<file path="src/rtl/answer_entry.sv">
// Keypad answer entry: builds a 0..10^MAX_DIGITS-1 value MSD-first from digit strobes,
// supports backspace/clear, and hands the committed answer over a valid/ready handshake.
module answer_entry #(
  parameter int unsigned MAX_DIGITS = 3,
  parameter int unsigned VALUE_W    = 10
) (
  input  logic               clk,
  input  logic               rst_n,
  input  logic               digit_valid,
  input  logic [3:0]         digit,
  input  logic               backspace,
  input  logic               clear,
  input  logic               submit,
  input  logic               result_ready,
  output logic [VALUE_W-1:0] value,
  output logic [1:0]         num_digits,
  output logic               result_valid,
  output logic [VALUE_W-1:0] result,
  output logic               error
);

  localparam int unsigned STACK_W = 4 * MAX_DIGITS;
  localparam int unsigned ACC_W   = VALUE_W + 4;
  localparam logic [1:0]  MAX_ND  = 2'(MAX_DIGITS);

  typedef enum logic [1:0] {
    EMPTY,
    ENTRY,
    HOLD
  } state_e;

  state_e               state_q;
  logic [VALUE_W-1:0]   value_q;
  logic [VALUE_W-1:0]   result_q;
  logic [1:0]           nd_q;
  logic                 rv_q;
  logic                 err_q;
  logic [STACK_W-1:0]   stack_q;

  logic [ACC_W-1:0]     value_push;
  logic [ACC_W-1:0]     value_pop;
  logic                 digit_ok;

  // Newest digit lives in the low nibble; unused upper nibbles are always zero, so
  // re-accumulating every nibble except the newest yields value/10 without a divider.
  always_comb begin
    value_push = ({4'b0000, value_q} << 3) + ({4'b0000, value_q} << 1) + ACC_W'(digit);
    value_pop  = '0;
    for (int unsigned k = 1; k < MAX_DIGITS; k++) begin
      value_pop = (value_pop << 3) + (value_pop << 1)
                + ACC_W'(stack_q[4*(MAX_DIGITS-k) +: 4]);
    end
    digit_ok = (digit <= 4'd9) && (nd_q < MAX_ND);
  end

  always_ff @(posedge clk or negedge rst_n) begin
    if (!rst_n) begin
      state_q  <= EMPTY;
      value_q  <= '0;
      result_q <= '0;
      nd_q     <= '0;
      rv_q     <= 1'b0;
      err_q    <= 1'b0;
      stack_q  <= '0;
    end else begin
      err_q <= 1'b0;
      unique case (state_q)
        EMPTY, ENTRY: begin
          if (clear) begin
            value_q <= '0;
            nd_q    <= '0;
            stack_q <= '0;
            state_q <= EMPTY;
          end else if (backspace) begin
            if (state_q == EMPTY) begin
              err_q <= 1'b1;
            end else begin
              value_q <= value_pop[VALUE_W-1:0];
              nd_q    <= nd_q - 2'd1;
              stack_q <= stack_q >> 4;
              state_q <= (nd_q == 2'd1) ? EMPTY : ENTRY;
            end
          end else if (submit) begin
            if (state_q == EMPTY) begin
              err_q <= 1'b1;
            end else begin
              result_q <= value_q;
              rv_q     <= 1'b1;
              state_q  <= HOLD;
            end
          end else if (digit_valid) begin
            if (digit_ok) begin
              value_q <= value_push[VALUE_W-1:0];
              nd_q    <= nd_q + 2'd1;
              stack_q <= (stack_q << 4) | STACK_W'(digit);
              state_q <= ENTRY;
            end else begin
              err_q <= 1'b1;
            end
          end
        end
        HOLD: begin
          if (result_ready) begin
            rv_q    <= 1'b0;
            value_q <= '0;
            nd_q    <= '0;
            stack_q <= '0;
            state_q <= EMPTY;
          end
        end
        default: state_q <= EMPTY;
      endcase
    end
  end

  assign value        = value_q;
  assign num_digits   = nd_q;
  assign result_valid = rv_q;
  assign result       = result_q;
  assign error        = err_q;

endmodule

</file>
<file path="config.mk">
export PLATFORM = sky130hd
export DESIGN_NAME = answer_entry
export DESIGN_NICKNAME = d
export VERILOG_FILES = /design/src/rtl/answer_entry.sv
export SDC_FILE = /design/constraint.sdc
export NUM_CORES = 1
export LEC_CHECK = 0
export BUFFER_PORTS_ARGS = -buffer_cell sky130_fd_sc_hd__buf_2
export CAP_MARGIN = 20
export CORE_MARGIN = 3
export CORE_UTILIZATION = 40
export CTS_BUF_LIST = sky130_fd_sc_hd__clkbuf_4 sky130_fd_sc_hd__clkbuf_8
export DETAILED_ROUTE_END_ITERATION = 7
export HOLD_SLACK_MARGIN = 0.1
export PLACE_DENSITY = 0.68
export SYNTH_ARGS = -nofsm -noshare
export SYNTH_HDL_FRONTEND = slang
export SYNTH_SLANG_ARGS = --single-unit
</file>
<file path="constraint.sdc">
create_clock -name clk -period 5.2 [get_ports clk]
set_clock_uncertainty 0.1 [all_clocks]
set_input_delay 1.3 -clock clk [delete_from_list [all_inputs] [get_ports clk]]
set_output_delay 1.3 -clock clk [all_outputs]
set_load 0.02 [all_outputs]
</file>
==> After elaboration in Yosys (flattened, before gate mapping) <==
Cells that the tools add are included.
W data, S select, Z words.
{ "op_classes": {"n_eq_ne": 15, "n_addsub": 6, "order_cmp": 2, "n_reduce_logical": 8, "bitwise_logic": 4, "n_mux": 46} }
{ "op_table": {"columns": ["operator", "n"], "rows": [
  ["$mux W12", 7],
  ["$mux W10", 7],
  ["$mux W2", 14],
  ["$pmux W12 S2", 1],
  ["$ne A4 B4 Y1 const B", 5],
  ["$pmux W10 S2", 1],
  ["$mux W1", 13],
  ["$or A12 B4 Y12", 1],
  ["$reduce_and A6 Y1", 2],
  ["$add A10 B10 Y10", 1],
  ["$add A10 B4 Y10", 1],
  ["$ne A2 B2 Y1 const B", 5],
  ["$ne A5 B5 Y1 const B", 2],
  ["$reduce_and A5 Y1", 2],
  ["$add A8 B4 Y9", 1],
  ["$add A7 B5 Y8", 1],
  ["$pmux W2 S2", 2],
  ["$eq A2 B1 Y1 const B", 2],
  ["$le A4 B4 Y1 const B", 1],
  ["$not A1 Y1", 3],
  ["$add A2 B1 Y2 const B", 1],
  ["$eq A2 B2 Y1 const B", 1],
  ["$logic_not A2 Y1", 1],
  ["$lt A2 B2 Y1 const B", 1],
  ["other kinds (5)", 5]
]} }
{ "totals": {"register_bits": 38, "wordCells": 88} }

==> Longest topological paths before layout <==
Gate-level depths: netlist of the first run.
{ "depth": {"word_depth": 8, "ltp_mapped": 9, "ltp_nobuf": 9} }

==> Worst setup path after synthesis of the first run <==
No wires, ideal clock.
{ "synth_timing": {"path_type": "input -> register", "start": "input port digit[3]", "end": "register value_q[8], in the netlist value[8]", "setup_ps": 121, "n_path_buf": 0, "stages": 9, "arrival_ps": 3089, "path_slack_ps": 1890, "path_cell_list": "inv_1 fa_1 inv_1 fa_1 a211oi_1 o21bai_1 a21oi_1 xnor2_1 a22o_1"} }
{ "synth_via": {"elab_chain_len": 7, "word_cells_on_any_way": 11} }
{ "synth_lines": {"columns": ["item", "line", "source"], "rows": [
  ["start, declared", "10", "input logic [3:0] digit,"],
  ["$add A10 B4 Y10", "47", "value_push = ({4'b0000, value_q} << 3) + ({4'b0000, value_q} << 1) + ACC_W'(digit);"],
  ["$mux W10", "92", "if (digit_ok) begin"],
  ["$mux W10", "91", "end else if (digit_valid) begin"],
  ["$mux W10", "83", "end else if (submit) begin"],
  ["$mux W10", "74", "end else if (backspace) begin"],
  ["$mux W10", "69", "if (clear) begin"],
  ["$pmux W10 S2", "67", "unique case (state_q)"],
  ["end signal, assigned", "78", "value_q <= value_pop[VALUE_W-1:0];"],
  ["end signal, assigned", "93", "value_q <= value_push[VALUE_W-1:0];"],
  ["end, declared", "33", "logic [VALUE_W-1:0] value_q;"]
]} }
Parallel ways exist; a longest one is shown, timed or not. The select of a mux whose other input is x is not followed.
A chain may end at the register's enable or synchronous reset.

==> Final worst setup path of the first run <==
Same ends and word-level chain as after synthesis.

==> results of run 1 <==
==> layer usage <==
metal,global-route usage,wire (um)
met1,0.191,2010
met2,0.262,2340
met3,0.0329,248
met4,0.0648,72
met5,0,0
==> final cells by class <==
type	instances	area, sq um	share of cell area
Timing Repair Buffer	34	170	0.0653
Clock inverter	2	37.5	0.0144
Inverter	24	90.1	0.0346
Clock buffer	6	82.6	0.0317
Sequential cell	37	926	0.355
Tap cell	70	87.6	0.0336
Multi-Input combinational cell	139	1210	0.465
==> cell usage after synthesis (2+ instances only) <==
cell type	count	area, sq um
a222oi_1	9	90.1
a22o_1	6	52.6
buf_6	2	22.5
nor3b_4	2	37.5
a31oi_1	2	12.5
nor2b_1	2	12.5
dfrtp_1	37	926
clkbuf_1	2	7.51
inv_1	24	90.1
xnor2_1	5	43.8
nand2b_1	2	12.5
a21oi_1	7	35.0
fa_1	4	80.1
mux2_2	8	90.1
o21a_1	2	15.0
a21o_1	2	15.0
mux2i_1	5	50.1
buf_4	3	22.5
nand2_1	11	41.3
nor2_1	11	41.3
xor2_1	6	52.6
nand3_1	2	10.0
a211oi_1	3	22.5
o21ai_0	9	45.0
ha_1	23	288
==> registers in the layout, indices dropped and copies added (netlist names) <==
name          cells
error             1
result           10
state_q           2
num_digits        2
result_valid      1
value            10
stack_q          11
==> through the flow <==
| stage | setup WS [ps] | std cells | total power [mW] | instance area (sq um) | utilization |
|---|---|---|---|---|---|
| 6_report | 1900 | 312 | 0.700 | 2610 | 0.491 |
| 2_1_floorplan | 1890 | 208 | 0.404 | 2280 | - |
| 3_5_place_dp | 1620 | 304 | 0.442 | 2480 | 0.469 |
| 3_3_place_gp | 1670 | 304 | 0.439 | 2480 | 0.469 |
| 5_1_grt | 1780 | 312 | 0.735 | 2610 | 0.491 |
| 4_1_cts | 1930 | 312 | 0.708 | 2610 | 0.491 |
==> tightest hold or removal path: cells and delay by family, from the launching register on <==
kind | cells | cell delay (ps)
DFF | 1 | 350
AOI/OAI and AO/OA | 1 | 60
and+or+nand+nor | 1 | 50
==> final timing paths <==
kind / slack, ps / endpoint / start / cells past startpoint
max: 1900 / value[8] / digit[3] / 10
min: 390 / result[2] / result[2] / 2
max reg2reg: 2480 / value[8] / value[0] / 9
min reg2reg: 390 / result[2] / result[2] / 2
max in group asynchronous: 3480 / stack_q[10] / rst_n / 1
min in group asynchronous: 990 / result[0] / rst_n / 1
==> kinds of logic after synthesis <==
group | count (synthesis) | synth area share
AO/OA/AOI/OAI | 48 | 0.166
AND/OR/NAND/NOR | 40 | 0.0997
flip-flops | 37 | 0.405
buffers and inverters | 32 | 0.0646
adder cells (fa/ha/maj) | 27 | 0.161
multiplexers | 13 | 0.0613
XOR/XNOR | 11 | 0.0422
==> power by group <==
group | internal, mW | switching (mW) | leakage (nW)
Clock | 0.156 | 0.109 | 0.0574
Combinational | 0.0460 | 0.0737 | 0.880
Sequential | 0.302 | 0.0135 | 0.507
==> results.md, run 1 <==
* N_diodes at 0
* Lkg Pwr at 1.44 nW
* Reg clk slew, reported paths at 80 ps
* Vias in the first global route at 1,664
* Worst Tran Pin Value at 1040 ps
* I/O Buffers at 34
* Hold slack final at 387 ps
* I/O pin cnt at 35
* Worst path cell trace: buf_2, inv_1, fa_1, inv_1, fa_1, a211oi_1, o21bai_1, a21oi_1, xnor2_1, a22o_1
* Pwr/cell area at 269 mW/mm^2
* Iter 0 DRT Violations at 149
* Final Hold Viols at 0
* Site Rows at 26
* GRT Util Overall at 0.155
* Largest net degree at the start of global routing at 38
* Max cap viols at 0
* CP max stage cell: fa_1
* CP delay by family, top: adder cells
* Max Fclk at 303 MHz
* Post CTS Setup Buffer Count at 0
* Required time worst endpoint at 5290 ps
* WL final at 4670 um
* Htree depth at 2
* CTS max path bufs at 2
* First-pass GRT wire length at 7880 um
* Synthesized instance count at 208
* Routability congestion estimate from global placement at 0.783
* Share of layout cells above drive strength 1 at 0.231
* Post-synth EDFFs at 0
* Mapped cell area at 0.00228 sq mm
* Most frequent cells in the layout: 37 x dfrtp_1, 34 x buf_2, 24 x inv_1
* CP max stage delay at 470 ps
* Post-CTS Hold Fix Bufs at 0
* Worst Path Arrival at 3390 ps
* Max FO, Critical Path at 3
* Crit path kind: input port to register
* Seq/Total Area, Yosys at 0.405
* WL per Instance at 15.0 um
* RSZ-0062 raised after global routing: false
* Area Growth Syn to Fin at 14.0%
* Fin Setup TNS at 0 ps
* Clock sink total at 37
* Final net count at 279
* Worst Path Buf+Inv at 3
* Die height at 81.6 um
* Root buffer cell: clkbuf_8
* Status: finished, final reports clean
* Total number of vias at 1,698
* HPWL after DPL at 3420 um
* DRT antenna net count at 0
* CTS tree: done
* Worst slew margin at 0.306
* Setup crit end kind: register
* Most common cell after layout, fill and taps aside: dfrtp_1
* TritonCTS Buffers at 5
* First-pass DRT Iterations at 6
* GR Overflow Total at 0
* Period utilisation layout at 0.634
* Library cells used by synthesis at 44
* Initial Util at 0.431
* Syn Nets at 246
* Die ar. at 0.00665 sq mm
* Total core area at 0.00530 sq mm
* Ys flop type: dfrtp_1
* Worst hold path class: register to register
* Post-synth ARST share at 1.00
* CTS resizes at 0
* Synthesis Warnings at 0
* DRC violations left at 0
* Post-route minimum period at 3300 ps
* CP startpoint kind: input port
* Max-slew violations at 0
* Antenna violations before repair at 0
* Peak supply drop at 0.117 mV
* Synthesized area per cell at 11.0 sq um
* Synthesized flop and latch total at 37
* Die width at 81.6 um
* # fillers at 478
* Final setup viols at 0
* Worst-Skew Late Latency at 300 ps
* Vias per inst at 5.44
Power figures use the tool's default switching activity.
==> run 2, diff against run 1 <==
ABC_AREA = 1   (was not set)
PLACE_DENSITY = 0.67   (was 0.68)
clock period = 3.1 ns   (was 5.2 ns; I/O delays follow)
==> run 2 against run 1 <==
Against the previous run: area after synthesis increased by 12%; critical path depth up 2; cell count grew 38%; register-to-register slack got worse by 1800 ps; setup slack got worse by 1200 ps; via count rose by 28%; largest power group is now combinational cells; highest routed layer unchanged; first-iteration DRC count is 31% lower; core utilization fell by 1.2 points; power increased to 2.6 times the previous value; die area up 11%; combinational power rose to 5.4 times the previous value; sequential share of layout area is 3.6 points lower.
==> results.md, run 2 <==
* Share of layout cells above drive strength 1 at 0.180
* RSZ-0062 raised after global routing: false
* DRT antenna net count at 0
* Ys flop type: dfrtp_1
* Register area at 926 sq um
* Worst hold path class: register to register
* Placement Cell Area at 0.00277 sq mm
* Post-route design area at 0.00290 sq mm
* Total core area at 0.00606 sq mm
* Antenna violations before repair at 0
* Status: finished, final reports clean
* CTS tree: done
* First-pass GRT wire length at 10,200 um
* Most frequent cell after synthesis: nand2_1
* I/O pin cnt at 35
* Final net count at 393
* Root buffer cell: clkbuf_8
* Footprint of the multi-input gates at 0.00138 sq mm
* Critical Path Start: digit[3]
* Routability congestion estimate from global placement at 0.863
* Site Rows at 28
* Syn Nets at 359
* Crit path kind: input port to register
* Peak supply drop at 0.389 mV
* Lkg Pwr at 1.58 nW
* Max cap viols at 0
* Synth top area share at 0.362
* Worst path cell trace: buf_2, inv_1, fa_1, inv_1, fa_1, nand3_1, nand2_1, nand2_1, nand2_1, nand2_1, o21ai_0, o21ai_0
* Worst-Skew Late Latency at 300 ps
* Worst R2R Start: value[0]
* Reg clk slew, reported paths at 80 ps
* CP max stage cell: fa_1
* Vias in the first global route at 2,185
* Final Hold Viols at 0
* Iter 0 DRT Violations at 103
* GRT Util Overall at 0.175
* Synth cell count leaders: 88 x nand2_1, 46 x inv_1, 37 x dfrtp_1
* Biggest register: stack_q
* WL per Instance at 13.7 um
* Largest net degree at the start of global routing at 38
* Library cells used by synthesis at 30
* GR Overflow Total at 0
* WL final at 5920 um
* CP max stage delay at 490 ps
* TritonCTS Buffers at 5
* Max-slew violations at 0
* I/O Buffers at 34
* N_diodes at 0
* Post CTS Setup Buffer Count at 0
* Final setup viols at 0
* Synthesized area per cell at 7.97 sq um
* Worst Path Arrival at 2520 ps
* CP startpoint kind: input port
* First-pass DRT Iterations at 4
* Min-delay src: result[5]
* DRC violations left at 0
* Most frequent cells in the layout: 88 x nand2_1, 46 x inv_1, 37 x dfrtp_1
* Setup crit end kind: register
* Mapped cell area at 0.00256 sq mm
* Area Growth Syn to Fin at 13.5%
* Most common cell on crit path: nand2_1
* Area leader, netlist: dfrtp_1
* Pwr/cell area at 623 mW/mm^2
* Synthesized flop and latch total at 37
* Max Fclk at 416 MHz
* Worst Tran Pin Value at 831 ps
* Initial Util at 0.422
* Vias per inst at 5.04
* Synth area leaders: dfrtp_1 36%, nand2_1 13%, ha_1 11%, inv_1 6.8%, o21ai_0 5.7%
* Synthesized instance count at 321
* Worst slew margin at 0.446
* # fillers at 610
* Post-synth EDFFs at 0
* Die ar. at 0.00739 sq mm
* CTS resizes at 0
* Htree depth at 2
* HPWL after DPL at 4540 um
* Synthesis Warnings at 0
* Post-route minimum period at 2400 ps
* Fin Setup TNS at 0 ps
* Clock sink total at 37
* Die height at 86.0 um
* CTS max path bufs at 2
* Post-synth ARST share at 1.00
* Max FO, Critical Path at 4
* Seq/Total Area, Yosys at 0.362
* Period utilisation layout at 0.775
* Total number of vias at 2,173
* Max reg flops at 11
* Die width at 86.0 um
* Required time worst endpoint at 3220 ps
* Most common cell after layout, fill and taps aside: nand2_1
* Post-CTS Hold Fix Bufs at 0
run 2: cell types whose count changed in the layout (fill, tap and decap cells not counted), sizes merged, moves of 4 or more:
cell,delta
nand2,+79
o21ai,+31
inv,+26
nand3,+23
a222oi,-9
nor2,+6
mux2i,-5
xnor2,-5
xor2,-5
a21oi,-4
mux2,-4
nand4,+4
run 2: cell families (layout without fill, tap and decap cells):
family	after synthesis	in the layout	share of synthesized area
flip-flops	37	37	0.362
AND/OR/NAND/NOR	141	141	0.257
AO/OA/AOI/OAI	54	54	0.117
buffers and inverters	57	92	0.0988
XOR/XNOR	1	1	0.00343
adder cells (fa/ha/maj)	27	27	0.144
multiplexers	4	4	0.0176
run 2: metal layers:
| metal | up-vias | share of wire | track usage |
|---|---|---|---|
| met3 | 6 | 0.057 | 0.0423 |
| met4 | 0 | 0.011 | 0.0432 |
| met5 | - | 0 | 0 |
| met1 | 1007 | 0.47 | 0.234 |
| met2 | 52 | 0.46 | 0.284 |
| li1 | 1108 | - | - |
run 2: power by group:
part	switching (mW)	internal, mW	leakage [nW]
clock network	0.190	0.324	0.0687
logic	0.421	0.227	1.01
registers	0.0745	0.572	0.500
run 2: worst max-delay path: cells and delay by family:
| kind | cells | cell delay (ps) |
|---|---|---|
| fa+ha+maj | 2 | 970 |
| simple gates | 5 | 330 |
| compound gates | 2 | 230 |
| buf+inv | 3 | 220 |
run 2: area by class of cell:
class	instances	area share
clock inverters	3	0.0237
repair buffers	35	0.0612
clock buffers	5	0.0237
inverters	49	0.0651
multi-input cells	227	0.475
flip-flops and latches	37	0.319
well taps	75	0.0323
run 2: final timing paths:
check | endpoint | cells past startpoint | slack, ps
hold / removal | result[5] | 2 | 390
max in group asynchronous | state_q[0] | 1 | 1910
hold reg to reg | result[5] | 2 | 390
setup reg to reg | value[6] | 11 | 720
setup / recovery | value[6] | 12 | 700
min in group asynchronous | result[3] | 1 | 470
run 2: per-stage QoR:
| step | hold slack [ps] | utilization | setup WS (ps) | power (mW) | cells |
|---|---|---|---|---|---|
| floorplan | 359 | - | 649 | 1.11 | 321 |
| global placement | 363 | 0.456 | 480 | 1.28 | 423 |
| detailed placement | 369 | 0.456 | 388 | 1.30 | 423 |
| CTS | 389 | 0.479 | 699 | 1.82 | 431 |
| global route | 423 | 0.479 | 557 | 1.94 | 431 |
| finish | 385 | 0.479 | 698 | 1.81 | 431 |
